`config.mk`:
```
export PLATFORM = sky130hd
export DESIGN_NAME = shadowmask_ctrl
export DESIGN_NICKNAME = d
export VERILOG_FILES = /design/src/rtl/shadowmask_ctrl.sv
export SDC_FILE = /design/constraint.sdc
export NUM_CORES = 1
export LEC_CHECK = 0
export BUFFER_PORTS_ARGS = -buffer_cell sky130_fd_sc_hd__buf_2
export CORE_MARGIN = 5
export CORE_UTILIZATION = 40
export DETAILED_ROUTE_END_ITERATION = 12
export MAX_ROUTING_LAYER = met4
export SLEW_MARGIN = 15
export SYNTH_ARGS = -nofsm -noshare
export SYNTH_HDL_FRONTEND = slang
export SYNTH_SLANG_ARGS = --single-unit
```
`constraint.sdc`:
```
create_clock -name clk -period 2.2 [get_ports clk]
set_input_delay 0.44 -clock clk [delete_from_list [all_inputs] [get_ports clk]]
set_output_delay 0.44 -clock clk [all_outputs]
set_load 0.02 [all_outputs]
```
`src/rtl/shadowmask_ctrl.sv`:
```
// shadowmask_ctrl: frame-synchronous shadow-mask settings and double-buffered custom pattern loader.
module shadowmask_ctrl #(
    parameter logic [3:0] MAGIC       = 4'hA,
    parameter logic [2:0] CUSTOM_TYPE = 3'd7
) (
    input  logic        clk,
    input  logic        reset_n,
    input  logic        vs_in,
    input  logic [2:0]  type_req,
    input  logic        rotate_req,
    input  logic        x2_req,
    input  logic        ld_valid,
    output logic        ld_ready,
    input  logic [15:0] ld_data,
    input  logic        ld_last,
    output logic [2:0]  mask_type,
    output logic        mask_rotate,
    output logic        mask_2x,
    output logic        custom_sel,
    output logic [2:0]  pat_hmax,
    output logic [1:0]  pat_vmax,
    input  logic [4:0]  rd_addr,
    output logic [2:0]  rd_data,
    output logic        ld_error
);
    typedef enum logic [1:0] {HDR, DATA, DRAIN, PEND} state_t;
    state_t state, state_d;
    logic vs_q, fs, acc, magic_ok, committed, front, err, err_d, wr_en, hdr_ld, swap;
    logic [2:0] cnt, cnt_d, hdr_h, rd_ent;
    logic [1:0] hdr_v;
    logic [11:0] rd_word;
    // Each RAM word holds the four 3-bit entries of one load word; index is {bank, word}.
    logic [11:0] ram [0:15];
    logic unused;

    assign fs         = vs_q & ~vs_in;
    assign acc        = ld_valid & ld_ready;
    assign magic_ok   = ld_data[15:12] == MAGIC;
    assign custom_sel = (mask_type == CUSTOM_TYPE) && committed;
    assign ld_error   = err;
    assign rd_word    = ram[{front, rd_addr[4:2]}];
    assign rd_ent     = rd_addr[1] ? (rd_addr[0] ? rd_word[11:9] : rd_word[8:6])
                                   : (rd_addr[0] ? rd_word[5:3]  : rd_word[2:0]);
    assign unused     = ^{ld_data[11], ld_data[7], ld_data[3]};

    always_ff @(posedge clk) begin
        if (!reset_n) state <= HDR;
        else          state <= state_d;
    end

    always_comb begin
        state_d = state;
        cnt_d   = cnt;
        err_d   = err;
        case (state)
            HDR: if (acc) begin
                err_d   = !magic_ok;
                cnt_d   = 3'd0;
                state_d = magic_ok ? DATA : (ld_last ? HDR : DRAIN);
            end
            DATA: if (acc) begin
                cnt_d = cnt + 3'd1;
                if (ld_last && cnt == 3'd7) state_d = PEND;
                else if (ld_last) begin
                    state_d = HDR;
                    err_d   = 1'b1;
                end else if (cnt == 3'd7) begin
                    state_d = DRAIN;
                    err_d   = 1'b1;
                end
            end
            DRAIN: if (acc && ld_last) state_d = HDR;
            PEND:  if (fs) state_d = HDR;
            default: state_d = HDR;
        endcase
    end

    always_comb begin
        ld_ready = reset_n && state != PEND;
        wr_en    = acc && state == DATA;
        hdr_ld   = acc && state == HDR && magic_ok;
        swap     = state == PEND && fs;
    end

    always_ff @(posedge clk) begin
        if (!reset_n) begin
            vs_q        <= 1'b0;
            mask_type   <= 3'd0;
            mask_rotate <= 1'b0;
            mask_2x     <= 1'b0;
            committed   <= 1'b0;
            front       <= 1'b0;
            pat_hmax    <= 3'd0;
            pat_vmax    <= 2'd0;
            rd_data     <= 3'd0;
            err         <= 1'b0;
            cnt         <= 3'd0;
        end else begin
            vs_q    <= vs_in;
            rd_data <= rd_ent;
            err     <= err_d;
            cnt     <= cnt_d;
            if (fs) begin
                mask_type   <= (type_req == CUSTOM_TYPE && !committed) ? 3'd0 : type_req;
                mask_rotate <= rotate_req;
                mask_2x     <= x2_req;
            end
            if (swap) begin
                front     <= ~front;
                committed <= 1'b1;
                pat_hmax  <= hdr_h;
                pat_vmax  <= hdr_v;
            end
        end
    end

    // Pattern storage and back-bank header are deliberately not reset.
    always_ff @(posedge clk) begin
        if (wr_en) ram[{~front, cnt}] <= {ld_data[14:12], ld_data[10:8], ld_data[6:4], ld_data[2:0]};
        if (hdr_ld) begin
            hdr_h <= ld_data[2:0];
            hdr_v <= ld_data[5:4];
        end
    end
endmodule
```
Word-level counts from Yosys, hierarchy flattened
Memory sizes are Yosys's and may differ from the RTL's.
Cells that the tools add are included.
{"block": "word_totals", "mem_bits_rw": 192, "regBits": 27, "input_bits": 31, "output_inout_bits": 16, "n_memories": 1}
{"block": "op_classes", "bitwise": 4, "n_eq_ne": 15, "addsub": 1, "n_reduce_logical": 16, "muxes": 25}
{"name": "ram", "depth": 16, "width": 12, "rd": 1, "rd_clocked_by_memory_dff": 0, "wr": 1, "line_no": "33", "source": "logic [11:0] ram [0:15];"}
{"cell": "2-to-1 mux 2 bit", "n": 9}
{"cell": "2-to-1 mux 3 bit", "n": 6}
{"cell": "inequality test 2 bit, second input constant", "n": 6}
{"cell": "AND reduction 5 bit", "n": 2}
{"cell": "equality test 3 bit, second input constant", "n": 3}
{"cell": "logical AND 1 bit", "n": 9}
{"cell": "case mux 2 bit (4 select lines)", "n": 1}
{"cell": "2-to-1 mux 1 bit", "n": 7}
{"cell": "case mux 3 bit (2 select lines)", "n": 1}
{"cell": "equality test 2 bit, second input constant", "n": 2}
{"cell": "equality test 4 bit, second input constant", "n": 1}
{"cell": "inequality test 4 bit, second input constant", "n": 1}
{"cell": "adder 3 x 1 -> 3 bit, second input constant", "n": 1}
{"cell": "inequality test 3 bit, second input constant", "n": 1}
{"cell": "AND reduction 3 bit", "n": 1}
{"cell": "AND 1 bit", "n": 2}
{"cell": "equality test 2 x 1 -> 1 bit, second input constant", "n": 1}
{"cell": "logical NOT 1 bit", "n": 2}
{"cell": "logical NOT 2 bit", "n": 1}
{"cell": "NOT 1 bit", "n": 2}
{"cell": "case mux 1 bit (2 select lines)", "n": 1}
{"cell": "nonzero test 2 bit", "n": 1}

Depth between registers and ports, before layout
{"block": "logic_depth", "word_depth": 6, "mapped_depth": 8, "ltp_nobuf": 7}

Worst setup path after synthesis
Ideal clock, no wire load.
{"block": "synth_timing", "path_kind": "register to register", "start": "register state[0]", "end": "memory ram[11][0], enable pin", "slack_ns": -0.149, "arrival_time_ns": 1.953, "t_required_ns": 1.804, "path_stages_with_launch": 5, "period_less_slack_ns": 2.349, "path_cell_list": "dfxtp_1 clkbuf_1 nor3b_1 nand2_1 nor3_1"}
{"block": "synth_via", "elab_chain_cells": 6, "elab_cells_between_ends": 7}
{"item": "from (decl)", "line_no": "27", "source": "state_t state, state_d;"}
{"item": "from (signal assigned)", "line_no": "48", "source": "else state <= state_d;"}
{"item": "inequality test 2 bit", "line_no": "79", "source": "ld_ready = reset_n && state != PEND;"}
{"item": "logical AND 1 bit", "line_no": "79"}
{"item": "AND 1 bit", "line_no": "37", "source": "assign acc = ld_valid & ld_ready;"}
{"item": "logical AND 1 bit *", "line_no": "80", "source": "wr_en = acc && state == DATA;"}
{"item": "2-to-1 mux 1 bit *", "line_no": "119", "source": "if (wr_en) ram[{~front, cnt}] <= {ld_data[14:12], ld_data[10:8], ld_data[6:4], ld_data[2:0]};"}
{"item": "2-to-1 mux 1 bit (not written as such) *", "line_no": "119"}
{"item": "to (decl)", "line_no": "33"}
Every way passes the cells marked *; elsewhere a longest branch is shown, timed or not.

Final worst setup path
{"block": "layout_timing", "start": "register state[0]", "end": "output port ld_ready"}
{"block": "layout_via", "elab_chain_cells": 2}
{"item": "inequality test 2 bit", "line_no": "79"}
{"item": "logical AND 1 bit", "line_no": "79"}
{"item": "to (decl)", "line_no": "13", "source": "output logic ld_ready,"}
Every way passes these cells.

==> summary.md <==
| Metric | Value |
|---|---|
| Psw | ~0.0018 W |
| Via density per instance | roughly 5.3 |
| Synth Flop Type | edfxtp_1 |
| Core area | 0.02115 sq mm |
| Clock latency on the worst-skew pair | 490 ps |
| Mux cell area share after synthesis | 15.90% |
| Final Wtd Congestion | slightly below 0.9 |
| Storage cell area | 0.006356 sq mm |
| CP startpoint | state[0]$_SDFFE_PN0P_ |
| Dpl hpwl | 12,500 um |
| Yosys reg bits | between 200 and 250 |
| Via count | between 4,000 and 5,000 |
| Mapped Avg Cell Area | 18.77 sq um |
| Pleak | 3.557 nW |
| Syn nets | 497 |
| Die area | 0.02468 sq mm |
| Hold-fix buffers, CTS | 0 |
| Pin count of the biggest net entering global routing | 40 |
| CTS Buf Count | 23 |
| Avg WL per Cell | 21.41 um |
| Post-synth EDFFs | 197 |
| Worst hold margin | 164.6 ps |
| Drt drc | 0 |
| Endpoint class of the critical path | output pin |
| ANT nets after route | 0 |
| N_diodes | 0 |
| Worst-Margin Slew | ~620 ps |
| First-pass GRT wire length | 28,460 um |
| Post-synthesis cell type count | 39 |
| Buffers on Ports | 43 |
| Sum of negative setup slack | 0 ps |
| Final instance area | 0.01032 sq mm |
| Comb power frac | roughly 5.0% |
| Critical Path Source Type | register |
| Switching Share | 20.08% |
| Max transition margin | between 50% and 60% |
| H-tree levels | 1 |
| Starting DRT DRC Count | 392 |
| Placed cells | 806 |
| GRT Total Usage | 15.52% |
| Placed Area | 0.009580 sq mm |
| Adder-cell share of the synthesized area | 0.7229% |
| Post-CTS setup buffers | 0 |
| Hold Crit Class | primary input to register |
| Row cnt | 53 |
| Post-Synth Simple-Gate Area | ~5.2% |
| Initial antenna violation count | 0 |
| Fin cells | 846 |
| # setup viols final | 0 |
| Clock skew | roughly 4.5 ps |
| Filler instances | 1,748 |
| Xor/xnor share of the synthesized area | 0.2024% |
| Pre-antenna DRT Iters | 5 |
| CTS tree | built |
| Final number of hold-violating endpoints | 0 |
| Longest Clk Path Bufs | 3 |
| CP Data Required Time | ~1800 ps |
| P per Cell Area | approximately 850 mW/mm^2 |
| Nets | 592 |
| Synth Instances | 461 |
| Async S/R FF share, synth | 0% |
| Hold_sp | vs_in |
| Cts repair resizes | 0 |
| Post-synthesis sequential area ratio | 73.44% |
| Peak supply drop | 0.4803 mV |
| Critical path arrival | around 1500 ps |
| CP max FO | 12 |
| Reg2reg start | state[0]$_SDFFE_PN0P_ |
| Unrepaired setup endpoints after global routing | false |
| Share of post-route cells with drive strength above 1 | 31.52% |
| Final wirelength | ~18,000 um |
| Part of the power in registers | 52.1% |
| Pint | 0.007003 W |
| Number of global-route vias before repair | 4,855 |
| Clock sink count | about 220 |
| Largest family of logic cells by synthesized area | multiplexers |
| Hold depth | 2 |
| Die width | 157.1 um |
| Cell Area, Synth | 0.008655 sq mm |
| Initial core utilization | approximately two fifths |
| Global route overflow | 0 |
| Synth warn | 0 |
| Tcrit/Tclk final | approximately 87% |
| Max Cap Violations | 0 |
| Num ports | 47 |
| CTS clock-pin slew for the worst setup and hold paths | 60 ps |
| Min Tclk post-route | 1912 ps |
| Clock root buffer | clkbuf_16 |
| DIE HEIGHT | ~160 um |
| Area grow syn2layout | 19.20% |
| Worst Setup Path Type | register to output pin |
| Clock share of power | 42.9% |
| Status | complete, no violations |
| Max frequency | 0.5230 GHz |
| Max Transition Viols Final | 0 |
| Synth Area in Compound Gates | 2.949% |
| R2R depth | 5 |
| Multi-input combinational cell area | 0.002180 sq mm |
-- cell families (layout without fill, tap and decap cells) --
logic type	count (synthesis)	count (layout)
mux	83	83
xor+xnor	2	2
compound gates	33	33
flops	219	219
simple gates	90	90
fa+ha+maj	5	5
buf+inv	29	139
-- power groups by stage --
stage / combinational (W) / sequential (W) / clock [W]
6_report: 0.000435 / 0.00457 / 0.00376
5_1_grt: 0.000474 / 0.00457 / 0.00402
4_1_cts: 0.000442 / 0.00457 / 0.00384
3_5_place_dp: 0.000440 / 0.00466 / 0
3_3_place_gp: 0.000427 / 0.00465 / 0
2_1_floorplan: 0.000244 / 0.00466 / 0
-- routing by layer --
layer	up-vias	wire length (um)	GRT usage, %
met2	117	8812	25.08
met3	30	830	2.502
met1	2315	8174	21.31
li1	2036	-	-
met4	0	295	2.868
met5	-	0	-
-- through the flow --
stage	utilization (%)	setup WS, ps	power, W
after floorplan	-	167.0	0.004903
after global placement	45.29	-48.20	0.005081
after detailed placement	45.29	-62.76	0.005096
after CTS	48.77	265.8	0.008845
after global routing	48.77	200.8	0.009064
final	48.77	288.0	0.008762
-- path summary, 6_finish.rpt --
| kind | end | slack, ps |
|---|---|---|
| setup reg to reg | ram[7][10]$_DFFE_PP_ | 360 |
| hold / removal | vs_q$_SDFF_PN0_ | 160 |
| hold reg to reg | committed$_SDFFE_PN0P_ | 500 |
| setup / recovery | ld_ready | 290 |
-- critical path: stages (launching register included) --
cell     delay [ps]
dfxtp_1         520
nand2_1         140
and2_1          170
buf_2           150
-- flip-flops by register name, indices dropped and copies added, names as in the netlist --
register     flops
committed        1
rd_data          3
front            1
ld_error         1
pat_vmax         2
state            2
mask_type        3
mask_2x          1
mask_rotate      1
pat_hmax         3
ram            192
cnt              3
vs_q             1
hdr_h            3
hdr_v            2
-- area by class of cell --
type	instances	area share, %
Sequential cell	219	61.61
Inverter	6	0.2183
Tap cell	275	3.335
Clock buffer	26	5.688
Multi-Input combinational cell	213	21.13
Timing Repair Buffer	93	6.574
Clock inverter	14	1.443
-- cell usage in the layout (no fill, tap or decap), drive strengths merged, types with 2 or more instances in the layout --
| cell | n |
|---|---|
| clkinv | 9 |
| nor2 | 18 |
| clkbuf | 26 |
| nand2b | 4 |
| a21boi | 3 |
| nand2 | 25 |
| mux2i | 34 |
| a2bb2oi | 2 |
| bufinv | 3 |
| mux4 | 42 |
| a21oi | 5 |
| o211ai | 6 |
| clkinvlp | 2 |
| and4 | 2 |
| mux2 | 7 |
| edfxtp | 197 |
| nand4 | 4 |
| a41oi | 2 |
| ha | 5 |
| o21a | 2 |
| buf | 93 |
| nor3 | 6 |
| nand3 | 8 |
| a22oi | 7 |
| and2 | 3 |
| inv | 6 |
| nor3b | 2 |
| o221a | 2 |
| nor2b | 17 |
| dfxtp | 22 |
-- synthesized netlist by cell type, types with 2 or more instances --
| cell | instances | area (sq um) |
|---|---|---|
| a21boi_0 | 3 | 22.52 |
| a21oi_1 | 5 | 25.02 |
| a22oi_1 | 7 | 52.55 |
| a2bb2oi_1 | 2 | 17.52 |
| a41oi_1 | 2 | 17.52 |
| and2_1 | 3 | 18.77 |
| and4_1 | 2 | 17.52 |
| buf_1 | 3 | 11.26 |
| buf_2 | 6 | 30.03 |
| buf_4 | 4 | 30.03 |
| clkbuf_1 | 9 | 33.78 |
| dfxtp_1 | 22 | 440.4 |
| edfxtp_1 | 197 | 5916 |
| ha_1 | 5 | 62.56 |
| inv_1 | 6 | 22.52 |
| mux2_2 | 7 | 78.83 |
| mux2i_1 | 34 | 340.3 |
| mux4_1 | 3 | 78.83 |
| mux4_2 | 39 | 878.3 |
| nand2_1 | 25 | 93.84 |
| nand2b_1 | 4 | 25.02 |
| nand3_1 | 8 | 40.04 |
| nand4_1 | 4 | 25.02 |
| nor2_1 | 17 | 63.81 |
| nor2b_1 | 17 | 106.4 |
| nor3_1 | 6 | 30.03 |
| nor3b_1 | 2 | 15.01 |
| o211ai_1 | 6 | 45.04 |
| o21a_1 | 2 | 15.01 |
| o221a_2 | 2 | 22.52 |
Power figures use the tool's default switching activity.
